===== src/rtl/muldiv_unit.sv =====
// RV32M multiply/divide unit: fixed-latency multiply, radix-2 restoring divide.
// Define MULDIV_EARLY_OUT_EN to let trivial divides finish one cycle after start.
`timescale 1ns/1ps

module muldiv_unit #(
  parameter int XLEN       = 32,
  parameter int MUL_STAGES = 2
) (
  input  logic            clk,
  input  logic            reset,
  input  logic            start,
  input  logic [2:0]      funct3,
  input  logic [XLEN-1:0] a,
  input  logic [XLEN-1:0] b,
  input  logic            flush,
  output logic            stall,
  output logic            busy,
  output logic            done,
  output logic [XLEN-1:0] result
);

  localparam logic [1:0] IDLE = 2'd0;
  localparam logic [1:0] MUL  = 2'd1;
  localparam logic [1:0] DIV  = 2'd2;
  localparam logic [1:0] DONE = 2'd3;

  localparam int CNT_MAX = (XLEN > MUL_STAGES) ? XLEN : MUL_STAGES;
  localparam int CNT_W   = $clog2(CNT_MAX + 1);
  localparam logic [CNT_W-1:0] MUL_LAST = CNT_W'(MUL_STAGES - 1);
  localparam logic [CNT_W-1:0] DIV_LAST = CNT_W'(XLEN - 1);

  logic [1:0]      state_q,  state_d;
  logic [XLEN-1:0] a_q,      a_d;
  logic [XLEN-1:0] b_q,      b_d;
  logic [2:0]      f3_q,     f3_d;
  logic [CNT_W-1:0] cnt_q,   cnt_d;
  logic [XLEN-1:0] quo_q,    quo_d;
  logic [XLEN-1:0] rem_q,    rem_d;
  logic [XLEN-1:0] result_q, result_d;

  // Multiply: sign-extend both operands to 2*XLEN so one unsigned product
  // serves signed, mixed and unsigned forms.
  logic              mul_a_sgn, mul_b_sgn;
  logic [2*XLEN-1:0] mul_a_wide, mul_b_wide, mul_prod;
  logic [XLEN-1:0]   mul_res;

  always_comb begin
    mul_a_sgn  = (f3_q[1:0] != 2'b11) & a_q[XLEN-1];
    mul_b_sgn  = (f3_q[1:0] == 2'b01) & b_q[XLEN-1];
    mul_a_wide = {{XLEN{mul_a_sgn}}, a_q};
    mul_b_wide = {{XLEN{mul_b_sgn}}, b_q};
    mul_prod   = mul_a_wide * mul_b_wide;
    mul_res    = (f3_q[1:0] == 2'b00) ? mul_prod[XLEN-1:0] : mul_prod[2*XLEN-1:XLEN];
  end

  // Divide: one restoring step per cycle on magnitudes, dividend shifted out of quo_q.
  logic            div_signed, div_a_neg, div_b_neg;
  logic [XLEN-1:0] div_b_mag;
  logic [XLEN:0]   rem_shift, rem_diff;
  logic            step_ge;
  logic [XLEN-1:0] rem_step, quo_step;
  logic [XLEN-1:0] quo_fin, rem_fin, div_res;

  always_comb begin
    div_signed = ~f3_q[0];
    div_a_neg  = div_signed & a_q[XLEN-1];
    div_b_neg  = div_signed & b_q[XLEN-1];
    div_b_mag  = div_b_neg ? (-b_q) : b_q;
    rem_shift  = {rem_q, quo_q[XLEN-1]};
    rem_diff   = rem_shift - {1'b0, div_b_mag};
    step_ge    = ~rem_diff[XLEN];
    rem_step   = step_ge ? rem_diff[XLEN-1:0] : rem_shift[XLEN-1:0];
    quo_step   = {quo_q[XLEN-2:0], step_ge};
    // A zero divisor yields all-ones magnitude; force it so the sign fix can't disturb it.
    if (b_q == '0) begin
      quo_fin = '1;
    end else begin
      quo_fin = (div_a_neg ^ div_b_neg) ? (-quo_step) : quo_step;
    end
    rem_fin = div_a_neg ? (-rem_step) : rem_step;
    div_res = f3_q[1] ? rem_fin : quo_fin;
  end

  // Operand conditioning on the incoming request, used when it is accepted.
  logic            in_a_neg;
  logic [XLEN-1:0] in_a_mag;

  always_comb begin
    in_a_neg = ~funct3[0] & a[XLEN-1];
    in_a_mag = in_a_neg ? (-a) : a;
  end

`ifdef MULDIV_EARLY_OUT_EN
  localparam logic [XLEN-1:0] SMIN = {1'b1, {(XLEN-1){1'b0}}};

  logic            in_b_neg;
  logic [XLEN-1:0] in_b_mag;
  logic            early_zero, early_ovf, early_small, early_hit;
  logic [XLEN-1:0] early_res;

  always_comb begin
    in_b_neg    = ~funct3[0] & b[XLEN-1];
    in_b_mag    = in_b_neg ? (-b) : b;
    early_zero  = (b == '0);
    early_ovf   = ~funct3[0] & (a == SMIN) & (b == '1);
    early_small = (in_a_mag < in_b_mag);
    early_hit   = early_zero | early_ovf | early_small;
    early_res   = '0;
    if (early_zero) begin
      early_res = funct3[1] ? a : '1;
    end else if (early_ovf) begin
      early_res = funct3[1] ? '0 : a;
    end else if (early_small) begin
      early_res = funct3[1] ? a : '0;
    end
  end
`endif

  always_comb begin
    state_d  = state_q;
    a_d      = a_q;
    b_d      = b_q;
    f3_d     = f3_q;
    cnt_d    = cnt_q;
    quo_d    = quo_q;
    rem_d    = rem_q;
    result_d = result_q;
    if (flush) begin
      state_d = IDLE;
    end else begin
      case (state_q)
        IDLE: begin
          if (start) begin
            a_d   = a;
            b_d   = b;
            f3_d  = funct3;
            cnt_d = '0;
            quo_d = in_a_mag;
            rem_d = '0;
            if (!funct3[2]) begin
              state_d = MUL;
            end else begin
              state_d = DIV;
`ifdef MULDIV_EARLY_OUT_EN
              if (early_hit) begin
                state_d  = DONE;
                result_d = early_res;
              end
`endif
            end
          end
        end
        MUL: begin
          cnt_d = cnt_q + CNT_W'(1);
          if (cnt_q == MUL_LAST) begin
            state_d  = DONE;
            result_d = mul_res;
          end
        end
        DIV: begin
          quo_d = quo_step;
          rem_d = rem_step;
          cnt_d = cnt_q + CNT_W'(1);
          if (cnt_q == DIV_LAST) begin
            state_d  = DONE;
            result_d = div_res;
          end
        end
        // DONE never samples start, so a held instruction is not taken twice.
        DONE:    state_d = IDLE;
        default: state_d = IDLE;
      endcase
    end
  end

  always_ff @(posedge clk or negedge reset) begin
    if (!reset) begin
      state_q  <= IDLE;
      a_q      <= '0;
      b_q      <= '0;
      f3_q     <= '0;
      cnt_q    <= '0;
      quo_q    <= '0;
      rem_q    <= '0;
      result_q <= '0;
    end else begin
      state_q  <= state_d;
      a_q      <= a_d;
      b_q      <= b_d;
      f3_q     <= f3_d;
      cnt_q    <= cnt_d;
      quo_q    <= quo_d;
      rem_q    <= rem_d;
      result_q <= result_d;
    end
  end

  // stall is qualified with reset so a held start cannot freeze the pipe during reset.
  assign stall  = reset & start & (state_q != DONE) & ~flush;
  assign busy   = (state_q == MUL) | (state_q == DIV);
  assign done   = (state_q == DONE);
  assign result = result_q;

endmodule


===== config.mk =====
export PLATFORM = sky130hd
export DESIGN_NAME = muldiv_unit
export DESIGN_NICKNAME = d
export VERILOG_FILES = /design/src/rtl/muldiv_unit.sv
export SDC_FILE = /design/constraint.sdc
export NUM_CORES = 2
export LEC_CHECK = 0
export CORE_UTILIZATION = 60
export DETAILED_ROUTE_END_ITERATION = 10
export HOLD_SLACK_MARGIN = 0.15
export PLACE_DENSITY = 0.82
export SYNTH_ARGS = -nofsm -noshare
export SYNTH_HDL_FRONTEND = slang
export SYNTH_SLANG_ARGS = --single-unit

===== constraint.sdc =====
create_clock -name clk -period 15.5 [get_ports clk]
set_clock_uncertainty 0.2 [all_clocks]
set_input_delay 2.325 -clock clk [delete_from_list [all_inputs] [get_ports clk]]
set_output_delay 2.325 -clock clk [all_outputs]
set_load 0.02 [all_outputs]

Word-level counts from Yosys, hierarchy flattened --
Index checks and enable logic that the tools add are counted.
Storage, ports and cells: logic and storage cells 78, input port bits 71, bits in registers 170, output and inout port bits 35
Operators by class: muxes and demuxes 23, reductions and logical operators 12, equal/unequal tests 14, multiply operators 1, add/subtract/negate cells 6, bitwise gates (word level) 14
Operator list (number):
- 32-bit 2-to-1 mux | 12
- 32-bit case mux with 2 select lines | 3
- 32-bit negation | 4
- 33-bit by 33-bit multiplier with 64-bit output | 1
- 33-bit by 32-bit subtractor with 33-bit output | 1
- 32-bit logical NOT | 1
- 6-bit case mux with 2 select lines | 1
- 3-bit AND reduction | 4
- 2-bit 2-to-1 mux | 5
- 2-bit inequality test, second input constant | 5
- 3-bit inequality test, second input constant | 3
- 1-bit AND | 8
- 2-bit case mux with 4 select lines | 1
- 6-bit by 1-bit adder with 6-bit output, second input constant | 1
- 6-bit by 1-bit == test with 1-bit output, second input constant | 1
- 6-bit by 5-bit == test with 1-bit output, second input constant | 1
- 6-bit 2-to-1 mux | 1
- 2-bit nonzero test | 3
- 2-bit by 1-bit == test with 1-bit output, second input constant | 2
- 2-bit == test, second input constant | 2
- 2-bit logical NOT | 2
- 1-bit NOT | 4
- 4-bit AND reduction | 1
- 2-bit OR reduction | 1
- 2 further kinds | 2

Longest topological paths before layout --
depth after elaboration 11, gate-level depth with buffers 35, depth with buffers taken out 30

Least setup slack after synthesis --
Ideal clock, no wire load.
path type register to register, from register a_q[31], to register result_q[26], in the netlist result[26], data arrival time 8316 ps, required time 15179 ps, cell stages (with the launch flop) 31, library setup time 121 ps, period minus slack after synthesis 8637 ps, path buffers 3, slack 6863 ps, cells stage by stage dfrtp_1 clkbuf_1 a21boi_0 clkbuf_1 nand2_1 inv_1 fa_1 inv_1 fa_1 inv_1 fa_1 fa_1 inv_1 fa_1 inv_1 fa_1 inv_1 fa_1 fa_1 inv_1 ha_1 clkbuf_1 nand4_1 or3b_2 o21ai_0 a21oi_1 a41oi_1 nor2_1 o31ai_1 o311ai_0 o22a_1
On the way: cells in the longest elaborated chain, start to end 7, elaborated cells on any way between the ends 12, those cells by class mul (1); mux (8); bitwise (3)
RTL lines:
- from (decl) | line 33 | logic [XLEN-1:0] a_q, a_d;
- from (signal assigned) | line 179 | a_q <= '0;
- from (signal assigned) | line 188 | a_q <= a_d;
- parallel branches: the longest is 6 deep, another holds 33-bit by 33-bit multiplier with 64-bit output
- 32-bit case mux with 2 select lines (*) | line 131 | case (state_q)
- to (signal assigned) | line 194 | result_q <= result_d;
- to (decl) | line 39 | logic [XLEN-1:0] result_q, result_d;
Every way passes the cells marked *. The select of a mux whose other input is x is not followed. A chain may end at the register's enable or synchronous reset.

Worst setup path after layout --
from register f3_q[0], to register result_q[29], in the netlist result[29]
On the way: cells in the longest elaborated chain, start to end 11, elaborated cells on any way between the ends 24, those cells by class add/sub (3); mul (1); eq/ne (2); mux (10); bitwise (7); reduce/logical (1)
RTL lines:
- from (decl) | line 35 | logic [2:0] f3_q, f3_d;
- from (signal assigned) | line 181 | f3_q <= '0;
- from (signal assigned) | line 190 | f3_q <= f3_d;
- 1-bit NOT | line 65 | div_signed = ~f3_q[0];
- 1-bit AND | line 67 | div_b_neg = div_signed & b_q[XLEN-1];
- 32-bit 2-to-1 mux | line 68 | div_b_mag = div_b_neg ? (-b_q) : b_q;
- 33-bit by 32-bit subtractor with 33-bit output | line 70 | rem_diff = rem_shift - {1'b0, div_b_mag};
- 1-bit NOT | line 71 | step_ge = ~rem_diff[XLEN];
- 32-bit negation | line 78 | quo_fin = (div_a_neg ^ div_b_neg) ? (-quo_step) : quo_step;
- 32-bit 2-to-1 mux | line 78
- 32-bit 2-to-1 mux | line 75 | if (b_q == '0) begin
- 32-bit 2-to-1 mux | line 81 | div_res = f3_q[1] ? rem_fin : quo_fin;
- 32-bit 2-to-1 mux | line 164 | if (cnt_q == DIV_LAST) begin
- 32-bit case mux with 2 select lines (*) | line 131
Every way passes the cells marked *; elsewhere a longest branch is shown, timed or not. The select of a mux whose other input is x is not followed.

==> results.py <==
metrics = {
    "critical_path": {
        "crit_type": "register to register",
        "cp.required_ps": 15650,
        "slowest_stage": "fa_1",
        "cp.depth": 29,
        "crit_buf_inv": 6,
        "reg2reg_depth": 29,
        "timing.rr.end": "result[29]$_DFFE_PN0P_",
        "path_max_fanout": 31,
        "critPathMostFrequentCell": "fa_1",
        "cpPeakStageDelay_ps": 630,
        "start_kind": "register",
        "crit_arrival_ps": 9640,
        "r2r_slack_ps": 6010,
        "crit_path_end_kind": "register",
        "crit_family": "adder cells",
        "r2r_start": "f3_q[0]$_DFFE_PN0P_",
    },
    "synth": {
        "synth-async-reset-ratio_pct": 100,
        "synth_area_leaders": "fa_1 (44%), inv_1 (9.0%), dfrtp_1 (8.3%)",
        "synth_top_area_cell": "fa_1",
        "synth_most_common_cell": "inv_1",
        "syn_area_um2": 51100,
        "synth_cell_types": 97,
        "synth_seq_area_share_pct": 8.32,
        "syn_inst": 5837,
        "synth_top_area_share_pct": 44.1,
        "ys.flop_type": "dfrtp_1",
        "synth_common_cells": "inv_1 (1221), fa_1 (1126), nand2_1 (956), and2_1 (298), clkbuf_1 (285)",
        "yosysWarnings": 0,
        "synth_nets": 7288,
        "synth_edf_count": 0,
        "avgSynthCellArea_um2": 8.76,
        "synth_seq_cells": 170,
    },
    "clock_network": {
        "cts_tree": "yes",
        "cts_setup_buffers": 0,
        "htree_levels": 4,
        "cts_made_buffers": 17,
        "insertion_delay_ps": 490,
        "cts-root-buf": "clkbuf_16",
        "clock-sinks": 170,
        "cts_buffer_depth": 2,
        "ctsHoldBuffers": 0,
        "clk_pin_slew_ps": 90,
        "cts.repair.resized": 0,
    },
    "detailed_routing": {
        "dr.pass1.iters": 6,
        "wl_per_cell_um": 21.7,
        "drt_iter0_markers": 4176,
        "vias": 41200,
        "viasPerCell": 6.01,
        "wl_mm": 149,
        "drc_errors": 0,
        "route.antenna.remaining_nets": 0,
    },
    "timing": {
        "grt_setup_unrepaired": "false",
        "maxSlewViolCount": 0,
        "setup_viol": 0,
        "max_freq_mhz": 105,
        "worst_slack_ps": 6010,
        "fin_crit_ps": 9490,
        "slew_headroom_pct": 24.4,
        "hold_viol_final": 0,
        "finalSetupTns_ps": 0,
        "period_share_pct": 61.2,
        "tightest_slew_ps": 1130,
    },
    "die": {
        "die_h_um": 294,
        "core_um2": 84000,
        "die_x_um": 294,
        "rows": 106,
        "start_util_pct": 60.9,
        "die_area_um2": 86400,
        "ioPinCount": 106,
    },
    "flow_run": {
        "maxCapViolCount": 0,
    },
    "final_layout": {
        "final-instance-count-excl-fill": 6852,
        "syn2layout_area_growth_pct": 4.72,
        "nets": 7149,
        "drive_gt1_share_pct": 4.18,
    },
    "placement": {
        "routabilityCongestion": 1.02,
        "place_ws_ps": 6110,
        "portBuffers": 105,
        "place_inst": 6813,
        "hpwlAfterDp_mm": 116,
    },
    "global_routing": {
        "grtUsageTotal_pct": 35.8,
        "grt_max_degree": 97,
        "antenna_found_initial": 8,
        "grt_overflow_total": 0,
        "grt_pass1_wl_mm": 238,
        "grt_pass1_vias": 43200,
    },
    "worst_hold_path": {
        "hp-start": "result[1]$_DFFE_PN0P_",
        "whs_endpoint": "result[1]$_DFFE_PN0P_",
        "hold_depth": 2,
        "hold_path_class": "register to register",
    },
    "outcome": {
        "status": "completed",
    },
}
-- registers in the layout, indices dropped and copies added, names as in the netlist --
| name | count |
|---|---|
| quo_q | 32 |
| b_q | 32 |
| a_q | 32 |
| state_q | 2 |
| rem_q | 32 |
| cnt_q | 6 |
| result | 32 |
| f3_q | 2 |
-- stage by stage --
step           util [%]  area (um2)  hold slack (ps)
6_report           63.8       53500              289
3_5_place_dp       63.0       52900              271
5_1_grt            63.8       53500              320
4_1_cts            63.8       53500              293
3_3_place_gp       63.0       52900              266
2_1_floorplan         -       51100              250
-- cells by family (layout without fill, tap and decap cells) --
logic type	after synthesis	after routing	synth area share [%]
AOI/OAI and AO/OA	700	700	8.84
and+or+nand+nor	1731	1731	15.6
adders and majority gates	1380	1380	50.3
muxes	92	92	1.98
xor gates and xnor gates	195	195	3.34
DFF	170	170	8.32
buffers and inverters	1569	1443	11.6
other	0	7	0
-- area by class of cell --
| cell class | instances | area [um2] |
|---|---|---|
| inverter | 1222 | 4590 |
| multi-input combinational | 4098 | 41000 |
| clock inverter | 15 | 195 |
| fill | 6738 | 30400 |
| timing repair buffer | 189 | 1680 |
| antenna | 7 | 17.5 |
| sequential | 170 | 4260 |
| clock buffer | 17 | 425 |
| tap | 1134 | 1420 |
-- worst register-to-register path, delay by kind of cell (launching register included) --
family,cells,cell delay [ps]
multiplexers,1,140
AND/OR/NAND/NOR,2,290
buffers and inverters,6,1150
AO/OA/AOI/OAI,11,2600
adder cells (fa/ha/maj),9,4450
flip-flops,1,530
-- per-layer routing --
| layer | global-route usage, % | part of all wire (%) | up-vias |
|---|---|---|---|
| met5 | 0 | 0.10 | - |
| met4 | 16.2 | 5.2 | 4 |
| met3 | 7.83 | 11 | 511 |
| met2 | 56.5 | 46 | 2414 |
| met1 | 47.6 | 38 | 20800 |
| li1 | - | - | 17400 |
-- placed cells by master (no fill, tap or decap), types with 169 or more instances in the layout --
cell type	instances
inv_1	1221
fa_1	1126
nand2_1	956
and2_1	298
ha_1	253
a21oi_1	190
nor2_1	184
o21ai_0	179
dfrtp_1	169
-- worst max-delay path by stage --
stage | slack [ps] | from | endpoint
6_report | 6010 | f3_q[0]$_DFFE_PN0P_ | result[29]$_DFFE_PN0P_
5_1_grt | 5500 | f3_q[0]$_DFFE_PN0P_ | result[29]$_DFFE_PN0P_
4_1_cts | 6060 | f3_q[0]$_DFFE_PN0P_ | result[29]$_DFFE_PN0P_
2_1_floorplan | 6860 | a_q[31]$_DFFE_PN0P_ | result[26]$_DFFE_PN0P_
3_5_place_dp | 6110 | f3_q[0]$_DFFE_PN0P_ | result[26]$_DFFE_PN0P_
3_3_place_gp | 6400 | f3_q[0]$_DFFE_PN0P_ | result[29]$_DFFE_PN0P_
Power is left out: the tool's default activity adds up to more than one toggle a clock period on the data nets, which glitch-free logic cannot reach.
